`config.mk`:
```
export PLATFORM = sky130hd
export DESIGN_NAME = merge_sort_ctrl
export DESIGN_NICKNAME = d
export VERILOG_FILES = /design/src/rtl/merge_sort_pkg.sv /design/src/rtl/merge_sort_ctrl_timeout.sv /design/src/rtl/merge_sort_ctrl.sv
export SDC_FILE = /design/constraint.sdc
export NUM_CORES = 1
export LEC_CHECK = 0
export BUFFER_PORTS_ARGS = -buffer_cell sky130_fd_sc_hd__clkbuf_2
export CELL_PAD_IN_SITES_DETAIL_PLACEMENT = 1
export CELL_PAD_IN_SITES_GLOBAL_PLACEMENT = 1
export CORE_UTILIZATION = 26
export CTS_BUF_LIST = sky130_fd_sc_hd__clkbuf_4 sky130_fd_sc_hd__clkbuf_8 sky130_fd_sc_hd__clkbuf_16
export DETAILED_ROUTE_END_ITERATION = 12
export GPL_TIMING_DRIVEN = 0
export HOLD_SLACK_MARGIN = 0.08
export PLACE_DENSITY = 0.84
export SETUP_SLACK_MARGIN = 0.1
export SYNTH_ARGS = -nofsm -noshare
export SYNTH_HDL_FRONTEND = slang
export SYNTH_SLANG_ARGS = --single-unit
```
`constraint.sdc`:
```
create_clock -name clk -period 6.18 [get_ports clk]
set_clock_uncertainty 0.15 [all_clocks]
set_input_delay 0.618 -clock clk [delete_from_list [all_inputs] [get_ports clk]]
set_output_delay 0.618 -clock clk [all_outputs]
set_load 0.01 [all_outputs]
```
`src/rtl/merge_sort_pkg.sv`:
```
// Shared definitions for the merge-sort sequencer: controller state encoding,
// bank geometry, the float32 word type and the pad sentinel.
package merge_sort_pkg;

  localparam int DEPTH = 16;
  localparam int DW    = 32;

  // Largest finite float32; any real input sorts at or before it.
  localparam logic [31:0] PAD_VALUE = 32'h7F7F_FFFF;

  typedef logic [DW-1:0] float32_t;

  typedef enum logic [2:0] {
    ST_IDLE,
    ST_LOAD,
    ST_PAD,
    ST_SORT,
    ST_WAIT,
    ST_UNLOAD
  } state_e;

endpackage

```
`src/rtl/merge_sort_ctrl_timeout.sv`:
```
// Watchdog for the sort-wait phase: counts cycles while the controller waits
// for the datapath, flags expiry, and keeps a sticky error until reset.
// Only instantiated when MSORT_TIMEOUT_EN is defined.
module merge_sort_ctrl_timeout #(
  parameter int TIMEOUT_CYC = 1024
) (
  input  logic clk_i,
  input  logic rst_i,
  input  logic wait_i,
  input  logic done_i,
  output logic expire_o,
  output logic err_o
);
  import merge_sort_pkg::*;

  localparam int CW = $clog2(TIMEOUT_CYC + 1);
  localparam logic [CW-1:0] CNT_LAST = CW'(TIMEOUT_CYC - 1);

  logic [CW-1:0] cnt_q, cnt_d;
  logic          err_q, err_d;

  // Expiry fires in the last allowed wait cycle unless the sort finishes then.
  assign expire_o = wait_i & ~done_i & (cnt_q == CNT_LAST);
  assign err_o    = err_q;

  // Counter runs only while waiting; error is sticky.
  always_comb begin
    cnt_d = '0;
    if (wait_i && !expire_o) begin
      cnt_d = cnt_q + CW'(1);
    end
    err_d = err_q | expire_o;
  end

  // Watchdog registers with synchronous reset.
  always_ff @(posedge clk_i) begin
    if (rst_i) begin
      cnt_q <= '0;
      err_q <= 1'b0;
    end else begin
      cnt_q <= cnt_d;
      err_q <= err_d;
    end
  end

endmodule

```
`src/rtl/merge_sort_ctrl.sv`:
```
// Sequencer for the float32 merge-sort datapath: loads a frame from the input
// stream into the register bank, pads unused entries with the sentinel,
// starts the sort, waits for completion and streams the sorted words out.
// Optional wait watchdog: define MSORT_TIMEOUT_EN.
module merge_sort_ctrl #(
  parameter int              DEPTH       = merge_sort_pkg::DEPTH,
  parameter int              DW          = merge_sort_pkg::DW,
  parameter logic [DW-1:0]   PAD_VALUE   = DW'(merge_sort_pkg::PAD_VALUE),
  parameter int              TIMEOUT_CYC = 1024
) (
  input  logic                     clk,
  input  logic                     res,
  input  logic                     in_valid,
  input  logic [DW-1:0]            in_data,
  input  logic                     in_last,
  output logic                     in_ready,
  output logic                     bank_we,
  output logic [$clog2(DEPTH)-1:0] bank_addr,
  output logic [DW-1:0]            bank_wdata,
  input  logic [DW-1:0]            bank_rdata,
  output logic                     sort_start,
  input  logic                     sort_done,
  output logic                     out_valid,
  output logic [DW-1:0]            out_data,
  output logic                     out_last,
  input  logic                     out_ready,
  output logic                     busy,
  output logic [$clog2(DEPTH):0]   frame_len,
  output logic                     err
);
  import merge_sort_pkg::*;

  localparam int AW = $clog2(DEPTH);
  localparam int LW = AW + 1;
  localparam logic [LW-1:0] LAST_IDX = LW'(DEPTH - 1);
  localparam logic [LW-1:0] LEN_FULL = LW'(DEPTH);
  localparam logic [LW-1:0] ONE      = LW'(1);

  state_e        state_q, state_d;
  logic [LW-1:0] frame_len_q, frame_len_d;
  logic [LW-1:0] idx_q, idx_d;
  logic [LW-1:0] len_wr;
  logic          in_hs, out_hs, last_rd, timeout_hit;

  assign in_hs     = in_valid & in_ready;
  assign out_hs    = out_valid & out_ready;
  assign len_wr    = frame_len_q + ONE;
  assign last_rd   = (idx_q == frame_len_q - ONE);
  assign frame_len = frame_len_q;

`ifdef MSORT_TIMEOUT_EN
  merge_sort_ctrl_timeout #(
    .TIMEOUT_CYC (TIMEOUT_CYC)
  ) u_timeout (
    .clk_i    (clk),
    .rst_i    (res),
    .wait_i   (state_q == ST_WAIT),
    .done_i   (sort_done),
    .expire_o (timeout_hit),
    .err_o    (err)
  );
`else
  logic unused_timeout_cfg;
  assign unused_timeout_cfg = (TIMEOUT_CYC == 0);
  assign timeout_hit        = 1'b0;
  assign err                = 1'b0;
`endif

  // State register.
  always_ff @(posedge clk) begin
    if (res) begin
      state_q <= ST_IDLE;
    end else begin
      state_q <= state_d;
    end
  end

  // Next-state logic.
  always_comb begin
    state_d = state_q;
    case (state_q)
      ST_IDLE: begin
        if (in_hs) begin
          if (LAST_IDX == '0) begin
            state_d = ST_SORT;
          end else if (in_last) begin
            state_d = ST_PAD;
          end else begin
            state_d = ST_LOAD;
          end
        end
      end
      ST_LOAD: begin
        // A full bank ends the frame even without in_last.
        if (in_hs && (in_last || frame_len_q == LAST_IDX)) begin
          state_d = (len_wr < LEN_FULL) ? ST_PAD : ST_SORT;
        end
      end
      ST_PAD: begin
        if (idx_q == LAST_IDX) begin
          state_d = ST_SORT;
        end
      end
      ST_SORT: begin
        state_d = ST_WAIT;
      end
      ST_WAIT: begin
        if (sort_done) begin
          state_d = ST_UNLOAD;
        end else if (timeout_hit) begin
          state_d = ST_IDLE;
        end
      end
      ST_UNLOAD: begin
        if (out_hs && last_rd) begin
          state_d = ST_IDLE;
        end
      end
      default: state_d = ST_IDLE;
    endcase
  end

  // Frame length and shared pad/read index next values.
  always_comb begin
    frame_len_d = frame_len_q;
    idx_d       = idx_q;
    case (state_q)
      ST_IDLE, ST_LOAD: begin
        if (in_hs) begin
          frame_len_d = len_wr;
          idx_d       = len_wr;
        end
      end
      ST_PAD: begin
        idx_d = idx_q + ONE;
      end
      ST_SORT: begin
        idx_d = '0;
      end
      ST_WAIT: begin
        if (!sort_done && timeout_hit) begin
          frame_len_d = '0;
          idx_d       = '0;
        end
      end
      ST_UNLOAD: begin
        if (out_hs) begin
          if (last_rd) begin
            frame_len_d = '0;
            idx_d       = '0;
          end else begin
            idx_d = idx_q + ONE;
          end
        end
      end
      default: begin
        frame_len_d = '0;
        idx_d       = '0;
      end
    endcase
  end

  // Frame length and index registers.
  always_ff @(posedge clk) begin
    if (res) begin
      frame_len_q <= '0;
      idx_q       <= '0;
    end else begin
      frame_len_q <= frame_len_d;
      idx_q       <= idx_d;
    end
  end

  // Output decode; everything is quiet while reset is held.
  always_comb begin
    in_ready   = 1'b0;
    bank_we    = 1'b0;
    bank_addr  = '0;
    bank_wdata = '0;
    sort_start = 1'b0;
    out_valid  = 1'b0;
    out_data   = '0;
    out_last   = 1'b0;
    busy       = 1'b0;
    if (!res) begin
      busy = (state_q != ST_IDLE);
      case (state_q)
        ST_IDLE, ST_LOAD: begin
          // Incoming words go straight into the bank in the handshake cycle.
          in_ready  = 1'b1;
          bank_we   = in_valid;
          bank_addr = frame_len_q[AW-1:0];
          if (in_valid) begin
            bank_wdata = in_data;
          end
        end
        ST_PAD: begin
          bank_we    = 1'b1;
          bank_addr  = idx_q[AW-1:0];
          bank_wdata = PAD_VALUE;
        end
        ST_SORT: begin
          sort_start = 1'b1;
        end
        ST_UNLOAD: begin
          // Read address only moves on a handshake, so data holds under stall.
          bank_addr = idx_q[AW-1:0];
          out_valid = 1'b1;
          out_data  = bank_rdata;
          out_last  = last_rd;
        end
        default: begin
          busy = (state_q != ST_IDLE);
        end
      endcase
    end
  end

endmodule

```
; Yosys cells after proc, flatten, opt, wreduce, memory -nomap -nowiden
; Cells that the tools add are included.
[totals]
elab_cells = 71
inputBits = 70
out_inout_bits = 80
ff_bits = 13
[op_classes]
n_bitwise = 4
muxes = 33
n_reduce_logical = 11
n_lt_le_gt_ge = 1
eq_ne = 16
n_addsub = 3
[op_table]
columns = op, n
row1 = two-way mux 32 bit, 4
row2 = case mux 32 bit (2 select lines), 1
row3 = two-way mux 5 bit, 5
row4 = case mux 5 bit (4 select lines), 1
row5 = case mux 3 bit (6 select lines), 1
row6 = "!= test 2 bit, second input constant", 8
row7 = two-way mux 3 bit, 5
row8 = case mux 5 bit (3 select lines), 1
row9 = two-way mux 1 bit, 11
row10 = "adder 5 x 1 -> 5 bit, second input constant", 2
row11 = "equality test 5 x 4 -> 1 bit, second input constant", 2
row12 = case mux 4 bit (2 select lines), 1
row13 = "equality test 3 x 2 -> 1 bit, second input constant", 2
row14 = "equality test 3 bit, second input constant", 2
row15 = equality test 5 bit, 1
row16 = "< comparator 5 bit, second input constant", 1
row17 = AND reduction 5 bit, 1
row18 = "subtractor 5 x 1 -> 5 bit, second input constant", 1
row19 = two-way mux 4 bit, 1
row20 = AND reduction 4 bit, 1
row21 = OR reduction 2 bit, 2
row22 = "equality test 3 x 1 -> 1 bit, second input constant", 1
row23 = logical NOT 3 bit, 1
row24 = AND reduction 3 bit, 1
row25 = 8 further kinds, 11

; Longest topological paths before layout
; Gate-level depths: netlist (run 1).
[depth]
word_depth = 8
ltp_mapped = 8
mapped_depth_nobuf = 7

; Worst setup path before layout (run 1)
; Ideal clock, no wire load.
[synth_timing]
path_kind = reg2out
startpoint = reg frame_len_q[0], in the netlist frame_len[0]
endpoint = out out_last
stages_incl_launch_ff = 8
required_time_ns = 5.412
arrival_ns = 1.732
path_buffers = 1
slack_ns = 3.680
path_cell_list = dfxtp_1 -> buf_2 -> inv_1 -> ha_1 -> xnor2_1 -> a211oi_2 -> o311ai_4 -> nor2_1
[synth_via]
elab_chain_len = 4
[synth_lines]
columns = element, line
row1 = "start, declared", merge_sort_ctrl.sv:40  ; logic [LW-1:0] frame_len_q, frame_len_d;
row2 = "start signal, assigned", merge_sort_ctrl.sv:169  ; frame_len_q <= frame_len_d;
row3 = subtractor 5 x 1 -> 5 bit, merge_sort_ctrl.sv:48  ; assign last_rd = (idx_q == frame_len_q - ONE);
row4 = equality test 5 bit, merge_sort_ctrl.sv:48
row5 = two-way mux 1 bit, merge_sort_ctrl.sv:187  ; case (state_q)
row6 = two-way mux 1 bit, merge_sort_ctrl.sv:185  ; if (!res) begin
row7 = "end, declared", merge_sort_ctrl.sv:25  ; output logic out_last,
; No other way between the ends.

; Final worst setup path (run 1)
; Same ends and word-level chain as after synthesis.

==> results of run 1 <==
## where the power goes
group	internal, mW	switching [mW]
logic	0.0654	0.0907
registers	0.0882	0.00561
clock network	0.0502	0.0366
## registers in the layout, summed over array words and instances (netlist names)
signal,count
idx_q,5
state_q,3
frame_len,5
## metal layers
metal | vias up | GRT usage | part of all wire
met2 | 90 | 0.382 | 0.53
li1 | 1178 | - | -
met3 | 11 | 0.0229 | 0.049
met1 | 1144 | 0.218 | 0.40
met4 | 0 | 0.0737 | 0.018
met5 | - | 0 | 0
## per-stage QoR
| stage | cell area, um^2 | power, mW | util | setup slack [ns] | hold WS, ns |
|---|---|---|---|---|---|
| final | 2610 | 0.337 | 0.409 | 3.20 | 0.397 |
| after global routing | 2610 | 0.359 | 0.409 | 3.05 | 0.439 |
| after CTS | 2610 | 0.339 | 0.409 | 3.16 | 0.394 |
| after detailed placement | 2560 | 0.252 | 0.401 | 3.42 | 0.380 |
| after global placement | 2560 | 0.246 | 0.401 | 3.47 | 0.353 |
| after floorplan | 1720 | 0.187 | - | 3.68 | 0.334 |
## kinds of logic (layout without fill, tap and decap cells)
logic type / Yosys count / after routing / synth area share
DFF: 13 / 13 / 0.151
adders and majority gates: 5 / 5 / 0.0363
AOI/OAI and AO/OA: 50 / 50 / 0.218
and+or+nand+nor: 150 / 150 / 0.438
buffers and inverters: 35 / 187 / 0.109
xor gates and xnor gates: 9 / 9 / 0.0457
other: 1 / 1 / 0.00218
## critical path, delay by kind of cell, from the launching register on
| kind | cells | cell delay (ns) |
|---|---|---|
| xor+xnor | 1 | 0.16 |
| flops | 1 | 0.35 |
| fa+ha+maj | 1 | 0.36 |
| compound gates | 2 | 0.51 |
| simple gates | 1 | 0.14 |
| buf+inv | 3 | 0.42 |
## worst max-delay path by stage
stage,from,to,slack (ns)
final,frame_len[0]$_SDFFE_PP0P_,out_last,3.20
after global routing,frame_len[0]$_SDFFE_PP0P_,out_last,3.05
after CTS,frame_len[0]$_SDFFE_PP0P_,out_last,3.16
after detailed placement,in_valid,bank_wdata[4],3.42
after global placement,in_valid,bank_wdata[9],3.47
after floorplan,frame_len[0]$_SDFFE_PP0P_,out_last,3.68
## placed cells by master, fill, tap and decap left out, types with 6 or more instances in the layout
cell,n
dfxtp_1,13
and2_1,33
nor3_1,6
o21ai_0,6
a311oi_1,6
inv_1,11
nor2_1,77
a21oi_1,13
clkbuf_2,148
nand2_1,7
clkbuf_1,10
## cell type report
class / instances / area share
sequential: 13 / 0.0998
tap: 77 / 0.0369
clock buffer: 4 / 0.0187
timing repair buffer: 148 / 0.284
multi-input combinational: 215 / 0.489
inverter: 12 / 0.0173
buffer: 23 / 0.0547
==> flow_summary.json, run 1 <==
{
  "status": "completed",
  "multi_input_area_mm2": 0.00127,
  "cp-end-kind": "output pin",
  "final_nets": 491,
  "area_growth_pct": 51.4,
  "drtIter0Drc": 86,
  "regArea_um2": 260,
  "r2r-end": "frame_len[2]$_SDFFE_PP0P_",
  "leakagePower_nw": 1.40,
  "ys_warn_count": 0,
  "cts_made_buffers": 3,
  "cts-resized-gates": 0,
  "h-tree-depth": 1,
  "rsz0062_at_grt": "false",
  "cp_max_fo": 7,
  "fp.dieArea_mm2": 0.00696,
  "post_cts_buffers": 0,
  "timing.setup.tns_ns": 0,
  "synth-seq-area-share": 0.151,
  "required_ns": 5.41,
  "grt_pass1_vias": 2354,
  "async_flop_share": 0,
  "layout_min_cycle_time_ns": 2.98,
  "arrival_ns": 2.21,
  "post_drt_wl_per_cell_um": 14.2,
  "syn_area_mm2": 0.00172,
  "instances_no_fill": 492,
  "clock-sinks": 13,
  "clock_latency_ns": 0.25,
  "ant_nets": 0,
  "synth_seq_cells": 13,
  "slowest_stage": "ha_1",
  "fillCellCount": 882,
  "min_delay_path_depth": 2,
  "worstRegToRegCells": 8,
  "dp_cells": 488,
  "hold_viol_final": 0,
  "synth_top_cell_by_area": "nor2_1",
  "drive_above_1_share": 0.424,
  "drv_cap": 0,
  "period_share": 0.482,
  "grt_pass1_wl_mm": 11.3,
  "wl_mm": 6.98,
  "pin_count": 150,
  "criticalPathCategory": "reg2out",
  "start_kind": "register",
  "synth_common_cells": "nor2_1 (77), and2_1 (33), a21oi_1 (13), dfxtp_1 (13), inv_1 (11)",
  "cts_tree": "done",
  "tightestPinTransition_ns": 0.558,
  "r2r_start": "frame_len[0]$_SDFFE_PP0P_",
  "port_buffers": 148,
  "die_y_um": 83.4,
  "vias_per_cell": 4.92,
  "fmax_mhz": 336,
  "hp-class": "reg2reg",
  "synth_top_area_share": 0.168,
  "synth.net_count": 338,
  "antenna_found_initial": 0,
  "holdPathEnd": "idx_q[4]$_SDFFE_PP0P_",
  "start_util": 0.270,
  "maxSlewViolCount": 0,
  "drtPass1Iterations": 4,
  "setup_viol": 0,
  "coreArea_mm2": 0.00639,
  "drcViolationCount": 0,
  "hpwl_mm": 5.77,
  "reg2reg_setup_slack_ns": 3.73,
  "clk_pin_slew_ns": 0.06,
  "ys_types": 49,
  "hp-start": "idx_q[4]$_SDFFE_PP0P_",
  "synthFlopType": "dfxtp_1",
  "grt_usage": 0.198,
  "gr-total-overflow": 0,
  "syn_inst": 263,
  "num_vias": 2423,
  "pwr_density_cell_mw_per_mm2": 129,
  "root_buffer": "clkbuf_8",
  "diodes": 0,
  "die_w_um": 83.4,
  "place.gp.congestion": 0.867,
  "slowest_delay_ns": 0.36,
  "synth.avg_cell_area_um2": 6.55,
  "peakVddDrop_v": 0.0000714,
  "rows": 29,
  "yosysMostFrequentCell": "nor2_1",
  "synthTopCellsByArea": "nor2_1 (17%), dfxtp_1 (15%), and2_1 (12%), a21oi_1 (3.8%), ha_1 (3.6%)",
  "cts_buffer_depth": 2,
  "ctsHoldBuffers": 0,
  "relSlewSlack": 0.626,
  "synth-edff-count": 0,
  "critical_path.cell_chain": "buf_2, inv_1, ha_1, xnor2_1, a211oi_2, o311ai_4, nor2_1, clkbuf_2",
  "grt_max_degree": 11
}
No activity file was read; power rests on OpenSTA's default activity.
==> run 2, diff against run 1 <==
--- a/config.mk
+++ b/config.mk
@@ -8,12 +8,12 @@
 export BUFFER_PORTS_ARGS = -buffer_cell sky130_fd_sc_hd__clkbuf_2
 export CELL_PAD_IN_SITES_DETAIL_PLACEMENT = 1
 export CELL_PAD_IN_SITES_GLOBAL_PLACEMENT = 1
-export CORE_UTILIZATION = 26
+export CORE_UTILIZATION = 24
 export CTS_BUF_LIST = sky130_fd_sc_hd__clkbuf_4 sky130_fd_sc_hd__clkbuf_8 sky130_fd_sc_hd__clkbuf_16
 export DETAILED_ROUTE_END_ITERATION = 12
 export GPL_TIMING_DRIVEN = 0
 export HOLD_SLACK_MARGIN = 0.08
-export PLACE_DENSITY = 0.84
+export PLACE_DENSITY = 0.78
 export SETUP_SLACK_MARGIN = 0.1
 export SYNTH_ARGS = -nofsm -noshare
 export SYNTH_HDL_FRONTEND = slang
==> constraint.sdc (replaced) <==
create_clock -name clk -period 3 [get_ports clk]
set_clock_uncertainty 0.15 [all_clocks]
set_input_delay 0.3 -clock clk [delete_from_list [all_inputs] [get_ports clk]]
set_output_delay 0.3 -clock clk [all_outputs]
set_load 0.01 [all_outputs]
==> flow_summary.json, run 2 (synthesized netlist as in run 1, its figures left out) <==
{
  "status": "completed",
  "drtPass1Iterations": 4,
  "hold_viol_final": 0,
  "relSlewSlack": 0.648,
  "p_switching_mw": 0.270,
  "fp.dieArea_mm2": 0.00752,
  "port_buffers": 148,
  "timing.setup.tns_ns": 0,
  "diodes": 0,
  "h-tree-depth": 1,
  "min_delay_path_depth": 3,
  "slowest_stage": "ha_1",
  "fin_util": 0.383,
  "drv_cap": 0,
  "layout_commonest_cell": "clkbuf_2",
  "start_util": 0.251,
  "pin_count": 150,
  "criticalPathCategory": "reg2out",
  "hpwl_mm": 6.00,
  "ctsHoldBuffers": 0,
  "pwr_density_cell_mw_per_mm2": 262,
  "clk_pin_slew_ns": 0.06,
  "post_cts_buffers": 0,
  "hp-start": "in_last",
  "grt_max_degree": 11,
  "drive_above_1_share": 0.424,
  "drcViolationCount": 0,
  "final_nets": 491,
  "arrival_ns": 2.18,
  "dp_slack_ns": 0.572,
  "hp-class": "in2reg",
  "vias_per_cell": 4.67,
  "pwr-share-comb": 0.467,
  "reg2reg_setup_slack_ns": 0.55,
  "layout_min_cycle_time_ns": 2.63,
  "period_share": 0.877,
  "worst-path-buf-inv": 3,
  "tightestPinTransition_ns": 0.525,
  "cts_tree": "done",
  "clock-sinks": 13,
  "required_ns": 2.55,
  "root_buffer": "clkbuf_8",
  "fmax_mhz": 380,
  "gr-total-overflow": 0,
  "maxSlewViolCount": 0,
  "switching_share": 0.391,
  "critical_path.cell_chain": "buf_2, inv_1, ha_1, xnor2_1, a211oi_2, o311ai_4, nor2_1, clkbuf_2",
  "cts-resized-gates": 0,
  "slowest_delay_ns": 0.36,
  "die_w_um": 86.7,
  "r2r-end": "idx_q[2]$_SDFFE_PP0P_",
  "coreArea_mm2": 0.00687,
  "grt_pass1_vias": 2397,
  "p_int_mw": 0.420,
  "cp_top_family": "compound AO/OA/AOI/OAI gates",
  "cts_buffer_depth": 2,
  "place.gp.congestion": 0.847,
  "ant_nets": 0,
  "peakVddDrop_v": 0.000115,
  "final_cell_mix": "clkbuf_2 (148), nor2_1 (77), and2_1 (33), a21oi_1 (13), dfxtp_1 (13)",
  "area_growth_pct": 52.8,
  "grt_usage": 0.188,
  "antenna_found_initial": 0,
  "post_drt_wl_per_cell_um": 13.9,
  "fin_ws_ns": 0.370,
  "num_vias": 2384,
  "die_y_um": 86.7,
  "leakagePower_nw": 1.40,
  "worstRegToRegCells": 8,
  "seq_power_share": 0.280,
  "total_power_mw": 0.690,
  "holdPathEnd": "state_q[1]$_SDFFE_PP0P_",
  "wl_mm": 7.10,
  "cp-startpoint": "frame_len[0]$_SDFFE_PP0P_",
  "cts_made_buffers": 3,
  "r2r_start": "frame_len[0]$_SDFFE_PP0P_",
  "drtIter0Drc": 53,
  "cp_max_fo": 7,
  "clock_latency_ns": 0.25,
  "rows": 30,
  "start_kind": "register",
  "rsz0062_at_grt": "false",
  "grt_pass1_wl_mm": 11.2,
  "setup_viol": 0,
  "cp-end-kind": "output pin",
  "p_clk_frac": 0.252
}
run 2: cell counts in the layout (fill, tap and decap cells not counted):
Identical to the previous run, type by type.
run 2: worst max path at each step:
stage,slack (ns),cells after the start,end
3_3_place_gp,0.61,8,frame_len[2]$_SDFFE_PP0P_
2_1_floorplan,0.82,7,out_last
3_5_place_dp,0.57,8,idx_q[2]$_SDFFE_PP0P_
5_1_grt,0.19,8,out_last
4_1_cts,0.35,8,out_last
6_report,0.37,8,out_last
run 2: routing by layer:
layer,track usage,up-vias,routed length (um)
met4,0.0682,0,112
li1,-,1177,-
met1,0.220,1098,2860
met2,0.347,98,3690
met3,0.0267,11,437
met5,0,-,0
run 2: per-stage QoR:
stage,cells,instance area (um^2),hold WS [ns]
final,511,2630,0.267
after global routing,511,2630,0.298
after CTS,511,2630,0.252
after detailed placement,507,2580,0.385
after global placement,507,2580,0.355
after floorplan,263,1720,0.334
run 2: power by group through the flow:
| stage | sequential (mW) | clock (mW) | combinational [mW] |
|---|---|---|---|
| 2_1_floorplan | 0.195 | 0 | 0.190 |
| 3_5_place_dp | 0.197 | 0 | 0.323 |
| 5_1_grt | 0.195 | 0.188 | 0.360 |
| 3_3_place_gp | 0.196 | 0 | 0.311 |
| 4_1_cts | 0.193 | 0.178 | 0.324 |
| 6_report | 0.193 | 0.174 | 0.322 |
run 2: tightest hold or removal path, cell delays in order:
cell and delay (ns):
clkbuf_2 0.11, o21ai_2 0.11, a221oi_1 0.09
run 2: area by class of cell:
| class | count | area [um^2] |
|---|---|---|
| Buffer | 23 | 143 |
| Inverter | 12 | 45.0 |
| Timing Repair Buffer | 148 | 741 |
| Multi-Input combinational cell | 215 | 1270 |
| Clock buffer | 4 | 48.8 |
| Tap cell | 96 | 120 |
| Fill cell | 924 | 4240 |
| Sequential cell | 13 | 260 |
==> run 3, diff against run 2 <==
--- a/config.mk
+++ b/config.mk
@@ -5,7 +5,7 @@
 export SDC_FILE = /design/constraint.sdc
 export NUM_CORES = 1
 export LEC_CHECK = 0
-export BUFFER_PORTS_ARGS = -buffer_cell sky130_fd_sc_hd__clkbuf_2
+export BUFFER_PORTS_ARGS = -buffer_cell sky130_fd_sc_hd__buf_4
 export CELL_PAD_IN_SITES_DETAIL_PLACEMENT = 1
 export CELL_PAD_IN_SITES_GLOBAL_PLACEMENT = 1
 export CORE_UTILIZATION = 24
==> flow_summary.json, run 3 (synthesized netlist as in run 1, its figures left out) <==
{
  "status": "completed",
  "cts_tree": "done",
  "drtIter0Drc": 103,
  "h-tree-depth": 1,
  "hpwl_mm": 6.23,
  "gr-total-overflow": 0,
  "antenna_found_initial": 0,
  "num_vias": 2425,
  "post_drt_wl_per_cell_um": 14.7,
  "arrival_ns": 2.21,
  "period_share": 0.887,
  "fp.dieArea_mm2": 0.00752,
  "ctsHoldBuffers": 0,
  "clock_latency_ns": 0.25,
  "multi_input_area_mm2": 0.00127,
  "layout_min_cycle_time_ns": 2.66,
  "cp_max_fo": 7,
  "peakVddDrop_v": 0.000131,
  "timing.setup.tns_ns": 0,
  "coreArea_mm2": 0.00687,
  "vias_per_cell": 4.75,
  "pwr_density_cell_mw_per_mm2": 247,
  "grt_pass1_vias": 2386,
  "hp-class": "in2reg",
  "regArea_um2": 260,
  "relSlewSlack": 0.635,
  "clk_pin_slew_ns": 0.06,
  "root_buffer": "clkbuf_8",
  "final_nets": 491,
  "clock-sinks": 13,
  "tightestPinTransition_ns": 0.544,
  "rows": 30,
  "die_y_um": 86.7,
  "post_cts_buffers": 0,
  "start_util": 0.251,
  "holdWs_ns": 0.274,
  "grt_max_degree": 11,
  "area_growth_pct": 74.3,
  "leakagePower_nw": 1.50,
  "diodes": 0,
  "drcViolationCount": 0,
  "die_w_um": 86.7,
  "worstRegToRegCells": 8,
  "drive_above_1_share": 0.424,
  "wl_mm": 7.49,
  "ant_nets": 0,
  "place.gp.congestion": 0.861,
  "hold_viol_final": 0,
  "cts-resized-gates": 0,
  "drv_cap": 0,
  "cts_made_buffers": 3,
  "layout_commonest_cell": "buf_4",
  "rsz0062_at_grt": "false",
  "start_kind": "register",
  "fmax_mhz": 376,
  "grt_pass1_wl_mm": 11.5,
  "fillCellCount": 923,
  "setup_viol": 0,
  "grt_usage": 0.193,
  "maxSlewViolCount": 0,
  "cp-end-kind": "output pin",
  "pin_count": 150,
  "final_cell_mix": "buf_4 (152), nor2_1 (77), and2_1 (33), a21oi_1 (13), dfxtp_1 (13)",
  "drtPass1Iterations": 4,
  "min_delay_path_depth": 3,
  "required_ns": 2.55,
  "cts_buffer_depth": 2,
  "port_buffers": 148,
  "criticalPathCategory": "reg2out"
}
## run 3: changes by cell type in the layout (fill, tap and decap cells not counted)
cell | previous run | this run
clkbuf_2 | 148 | 0
buf_4 | 4 | 152
## run 3: cell type report
type / count / share of cell area
tap: 96 / 0.0400
buffer: 23 / 0.0475
inverter: 12 / 0.0150
sequential: 13 / 0.0867
timing repair buffer: 148 / 0.370
clock buffer: 4 / 0.0162
multi-input combinational: 215 / 0.425
## run 3: layer usage
layer | up-vias | track usage | part of all wire | routed length (um)
li1 | 1176 | - | - | -
met1 | 1138 | 0.222 | 0.40 | 2970
met2 | 101 | 0.364 | 0.53 | 3950
met3 | 10 | 0.0276 | 0.064 | 481
met4 | 0 | 0.0606 | 0.013 | 96
met5 | - | 0 | 0 | 0
## run 3: power breakdown
part           leakage (nW)  switching (mW)  total (mW)  internal [mW]
combinational          1.37           0.188       0.370          0.183
clock                0.0262          0.0748       0.178          0.103
sequential            0.106          0.0121       0.194          0.182
total                  1.50           0.274       0.742          0.468
## run 3: worst max-delay path: stages, from the launching register on
cell	delay, ns
dfxtp_1	0.35
buf_2	0.20
inv_1	0.08
ha_1	0.35
xnor2_1	0.15
a211oi_2	0.30
o311ai_4	0.23
nor2_1	0.15
buf_4	0.14
## run 3: worst paths after layout
| check | slack [ns] | endpoint | start |
|---|---|---|---|
| setup / recovery | 0.34 | out_last | frame_len[0]$_SDFFE_PP0P_ |
| hold / removal | 0.27 | state_q[1]$_SDFFE_PP0P_ | in_last |
| setup reg to reg | 0.49 | idx_q[2]$_SDFFE_PP0P_ | frame_len[0]$_SDFFE_PP0P_ |
| hold reg to reg | 0.39 | frame_len[4]$_SDFFE_PP0P_ | frame_len[4]$_SDFFE_PP0P_ |
## run 3: per-stage QoR
stage | utilization | std cells | total power [mW] | instance area, um^2 | setup slack (ns)
finish | 0.437 | 511 | 0.742 | 3000 | 0.340
floorplan | - | 263 | 0.385 | 1720 | 0.818
detailed placement | 0.430 | 507 | 0.569 | 2950 | 0.543
global placement | 0.430 | 507 | 0.557 | 2950 | 0.622
global route | 0.437 | 511 | 0.788 | 3000 | 0.195
CTS | 0.437 | 511 | 0.745 | 3000 | 0.340
